### config.mk
export PLATFORM = sky130hd
export DESIGN_NAME = hazard_md_scheduler
export DESIGN_NICKNAME = d
export VERILOG_FILES = /design/src/rtl/hazard_md_scheduler.sv
export SDC_FILE = /design/constraint.sdc
export NUM_CORES = 1
export LEC_CHECK = 0
export CORE_ASPECT_RATIO = 0.8
export CORE_MARGIN = 3
export CORE_UTILIZATION = 31
export CTS_CLUSTER_SIZE = 8
export DETAILED_ROUTE_END_ITERATION = 12
export SLEW_MARGIN = 20
export SYNTH_ARGS = -nofsm -noshare
export SYNTH_HDL_FRONTEND = slang
export SYNTH_SLANG_ARGS = --single-unit
### constraint.sdc
create_clock -name CLK -period 5.4 [get_ports CLK]
set_input_delay 0.54 -clock CLK [delete_from_list [all_inputs] [get_ports CLK]]
set_output_delay 0.54 -clock CLK [all_outputs]
set_load 0.01 [all_outputs]
### src/rtl/hazard_md_scheduler.sv
// rtl/hazard_md_scheduler.sv - D-stage hazard, forwarding-select and mult/div sequencing
//
// Tracks the destination register and remaining Tnew of the instructions in E/M/W.
// From these it drives the D-stage forwarding selects and the global pipeline stall.
// It also sequences the multiply/divide unit: issue pulse, busy countdown, and stall
// of any HI/LO user while that unit is busy.
//
// Ports:
//   CLK, Reset        clock (rising edge), synchronous active-high clear
//   RS_D, RT_D        source register fields of the D instruction
//   TuseRS_D/RT_D     cycles until each operand is consumed (3 = operand unused)
//   Dst_D, TnewE_D    destination of the D instruction and its Tnew once in E
//   MDStart_D         D instruction is mult/multu/div/divu
//   MDIsDiv_D         marks that start as a divide
//   MDUse_D           D instruction touches the mult/div unit or HI/LO
//   Stall             freeze PC and D register, bubble into E
//   ForwardRSD/RTD    0 register file, 1 W write data, 2 M ALU output
//   MDStart_E         one-cycle start pulse, aligned with the instruction in E
//   MDBusy            mult/div countdown still running
module hazard_md_scheduler #(
  parameter int MULT_CYCLES = 5,
  parameter int DIV_CYCLES  = 10
) (
  input  logic       CLK,
  input  logic       Reset,
  input  logic [4:0] RS_D,
  input  logic [4:0] RT_D,
  input  logic [1:0] TuseRS_D,
  input  logic [1:0] TuseRT_D,
  input  logic [4:0] Dst_D,
  input  logic [1:0] TnewE_D,
  input  logic       MDStart_D,
  input  logic       MDIsDiv_D,
  input  logic       MDUse_D,
  output logic       Stall,
  output logic [1:0] ForwardRSD,
  output logic [1:0] ForwardRTD,
  output logic       MDStart_E,
  output logic       MDBusy
);

  logic [4:0] e_dst, m_dst, w_dst;
  logic [1:0] e_tnew, m_tnew;
  logic       e_md, e_div;
  logic [5:0] md_cnt;

  logic stall_rs, stall_rt, stall_md;

  always_ff @(posedge CLK) begin
    if (Reset) begin
      e_dst  <= '0;
      e_tnew <= '0;
      e_md   <= 1'b0;
      e_div  <= 1'b0;
      m_dst  <= '0;
      m_tnew <= '0;
      w_dst  <= '0;
      md_cnt <= '0;
    end else begin
      if (Stall) begin
        e_dst  <= '0;
        e_tnew <= '0;
        e_md   <= 1'b0;
        e_div  <= 1'b0;
      end else begin
        e_dst  <= Dst_D;
        e_tnew <= TnewE_D;
        e_md   <= MDStart_D;
        e_div  <= MDIsDiv_D;
      end
      m_dst  <= e_dst;
      m_tnew <= (e_tnew == 2'd0) ? 2'd0 : e_tnew - 2'd1;
      w_dst  <= m_dst;
      // A fresh issue in E always wins over the running countdown.
      if (e_md)
        md_cnt <= e_div ? 6'(DIV_CYCLES) : 6'(MULT_CYCLES);
      else if (md_cnt != 6'd0)
        md_cnt <= md_cnt - 6'd1;
    end
  end

  function automatic logic [1:0] fwd_sel(input logic [4:0] src);
    if (src == 5'd0)
      return 2'd0;
    else if (src == m_dst && m_tnew == 2'd0)
      return 2'd2;
    else if (src == w_dst)
      return 2'd1;
    else
      return 2'd0;
  endfunction

  // The D-stage mux has no E-stage input, so a zero-Tuse consumer must stall on any E
  // producer even if its result is already available there.
  function automatic logic data_stall(input logic [4:0] src, input logic [1:0] tuse);
    logic hit_e, hit_m;
    hit_e = (src == e_dst) && ((e_tnew > tuse) || (tuse == 2'd0));
    hit_m = (src == m_dst) && (m_tnew > tuse);
    return (src != 5'd0) && (tuse != 2'd3) && (hit_e || hit_m);
  endfunction

  always_comb begin
    ForwardRSD = fwd_sel(RS_D);
    ForwardRTD = fwd_sel(RT_D);
    stall_rs   = data_stall(RS_D, TuseRS_D);
    stall_rt   = data_stall(RT_D, TuseRT_D);
    MDBusy     = (md_cnt != 6'd0);
    stall_md   = MDUse_D && (MDBusy || e_md);
    Stall      = stall_rs || stall_rt || stall_md;
    MDStart_E  = e_md;
  end

endmodule

==> metrics.yaml <==
cts_made_buffers: 3
via_count: 1335
synthTopCellsByCount: "27 x dfxtp_1, 21 x xor2_1, 16 x nor4_1"
ys_seq_area_share_pct: 33.3
outcome: "finished, final reports clean"
n_fill_cell: 478
syn_area_mm2: 0.00162
crit_type: "input pin to output port"
pwr-share-comb_pct: 39.3
synthSimpleGateAreaFrac_pct: 26.1
rsz0062_at_grt: "no"
start_util_pct: 33.7
synth_top_area_share_pct: 33.3
dieArea_mm2: 0.00614
gp_congestion: 0.796
die_x_um: 86.9
ant_nets: 0
cts_tree: "done"
drive_above_1_share_pct: 9.39
required_ps: 4860
hpwl_mm: 2.85
tns_ps: 0
syn_inst: 180
syn_nets: 217
overflow: 0
cts.sinks: 27
yosys.cell_types.count: 31
synthAdderAreaFrac_pct: 8.49
p_switching_w: 0.000215
post_cts_resize_count: 0
ir_drop_uv: 143
report.final.setup_viol: 0
critPathArrivalTime_ps: 3340
synth_edf_count: 0
p_sw_share_pct: 34.2
grt_max_degree: 28
cp-end-kind: "output port"
syn_to_final_growth_pct: 26.7
cts_buffer_depth: 2
io_buffers: 32
htreeDepth: 1
ys_seq_elements: 27
maxCapViolCount: 0
finalNetCount: 251
dr.pass1.iters: 4
start_kind: "input pin"
postCtsHoldBufs: 0
synth.most_common_cell: "dfxtp_1"
grt_pass1_vias: 1247
fin_skew_ps: 5.01
drt_iter0_markers: 68
antenna_cells_inserted: 0
hold_viol_final: 0
synth_mux_area_share_pct: 0
fin_crit_sh_pct: 71.8
pwr-share-clk_pct: 18.8
yosysWarnings: 0
core_area_mm2: 0.00482
antenna_found_initial: 0
stdcell_count: 273
synth-compound-area-share_pct: 8.72
multi_input_area_mm2: 0.00101
worst_skew_pair.late_latency_ps: 280
crit_path_max_fanout: 10
grt_pass1_wl_mm: 5.91
synth_xor_area_share_pct: 18.9
slew_headroom_pct: 42.1
syn_avg_cell_area_um2: 9.01
power_density_mw_per_mm2: 306
clock.fmax_mhz: 258
synth_flop_cell: "dfxtp_1"
dpl.cell_count: 269
yosysTopAreaCell: "dfxtp_1"
clkTransAtPathRegs_ps: 90
fin_crit_ps: 3880
wl_per_cell_um: 13.3
seqPwrFrac_pct: 41.9
internal_power_w: 0.000414
postCtsSetupRepairBufs: 0
num_io_pins: 33
worst_pin_slew_ps: 865
power.total_w: 0.000630
die_y_um: 70.7
drt_wl_total_mm: 3.63
grtUsageTotal_pct: 11.9
finalMaxSlewViolations: 0
synth_top_family_by_area: "simple AND/OR/NAND/NOR gates"
drcViolationCount: 0
root_buffer: "clkbuf_8"
async_reset_ff_share_pct: 0
p_leak_nw: 0.821
ff_latch_area_um2: 541
hold_path.class: "flop to flop"
vias_per_cell: 4.89
yosys-top-cells-area: "dfxtp_1 33%, xor2_1 11%, ha_1 8.5%, xnor2_1 7.6%, nor4_1 6.2%"
rows: 22
[worst max-delay path: stages]
cell,delay (ps)
clkdlybuf4s50_1,500
inv_1,80
ha_1,300
nor2b_1,130
o311ai_0,310
nor2_1,90
o21a_1,320
or4_1,560
clkdlybuf4s50_1,500
[cells by family after synthesis]
| logic type | Yosys count |
|---|---|
| AO/OA/AOI/OAI | 19 |
| XOR/XNOR | 35 |
| adder cells (fa/ha/maj) | 11 |
| buffers and inverters | 17 |
| flip-flops | 27 |
| AND/OR/NAND/NOR | 71 |
[power by group through the flow]
| stage | sequential, W | combinational [W] | clock [W] |
|---|---|---|---|
| after global placement | 0.000268 | 0.000245 | 0 |
| after detailed placement | 0.000269 | 0.000246 | 0 |
| final | 0.000264 | 0.000247 | 0.000119 |
| after global routing | 0.000269 | 0.000283 | 0.000133 |
| after CTS | 0.000264 | 0.000248 | 0.000124 |
| after floorplan | 0.000257 | 0.000180 | 0 |
[path summary, 6_finish.rpt]
kind	startpoint	to	slack, ps	cells after the start
worst min register to register	e_tnew[0]	m_tnew[0]	420	1
worst max-delay path	TuseRT_D[1]	Stall	1520	9
worst max register to register	md_cnt[0]	e_dst[0]	3380	7
worst min-delay path	e_tnew[0]	m_tnew[0]	420	1
[cell type report]
type / instances / share of cell area, %
inverters: 12 / 2.19
multi-input cells: 136 / 49.1
clock inverters: 1 / 0.426
flip-flops and latches: 27 / 26.3
repair buffers: 34 / 16.3
well taps: 60 / 3.65
clock buffers: 3 / 2.01
[metrics by stage]
stage               setup WS (ps)  area, µm²  hold slack, ps  util (%)
finish                       1520       2050             421      42.6
global route                 1390       2050             459      42.6
CTS                          1540       2050             424      42.6
detailed placement           1570       2000             409      41.6
global placement             1560       2000             407      41.6
floorplan                    2620       1620             400         -
[cell usage in the layout, fill, tap and decap left out, drive strengths merged, types with 2 or more instances in the layout]
cell / Yosys / final
or4: 5 / 5
buf: 2 / 2
clkdlybuf4s50: 0 / 32
nand3: 3 / 3
o21a: 2 / 2
o2111ai: 2 / 2
xor2: 21 / 21
a21oi: 7 / 7
nand2: 7 / 7
inv: 12 / 13
or3b: 9 / 9
nor3: 6 / 6
nor2b: 12 / 12
xnor2: 14 / 14
a2111oi: 2 / 2
ha: 11 / 11
dfxtp: 27 / 27
nor2: 11 / 11
clkbuf: 3 / 3
nor4: 16 / 16
[sequential cells by signal (all words and copies together), names as in the netlist]
register	count
MDStart_E	1
e_div	1
e_dst	5
e_tnew	2
m_dst	5
m_tnew	2
md_cnt	6
w_dst	5
[layer usage]
| metal | wire length [µm] | up-vias | track usage (%) |
|---|---|---|---|
| met4 | 65 | 0 | 4.67 |
| li1 | - | 699 | - |
| met5 | 0 | - | 0 |
| met2 | 1250 | 42 | 14.6 |
| met1 | 2080 | 589 | 19.4 |
| met3 | 243 | 5 | 2.33 |
No activity file was read; power rests on OpenSTA's default activity.
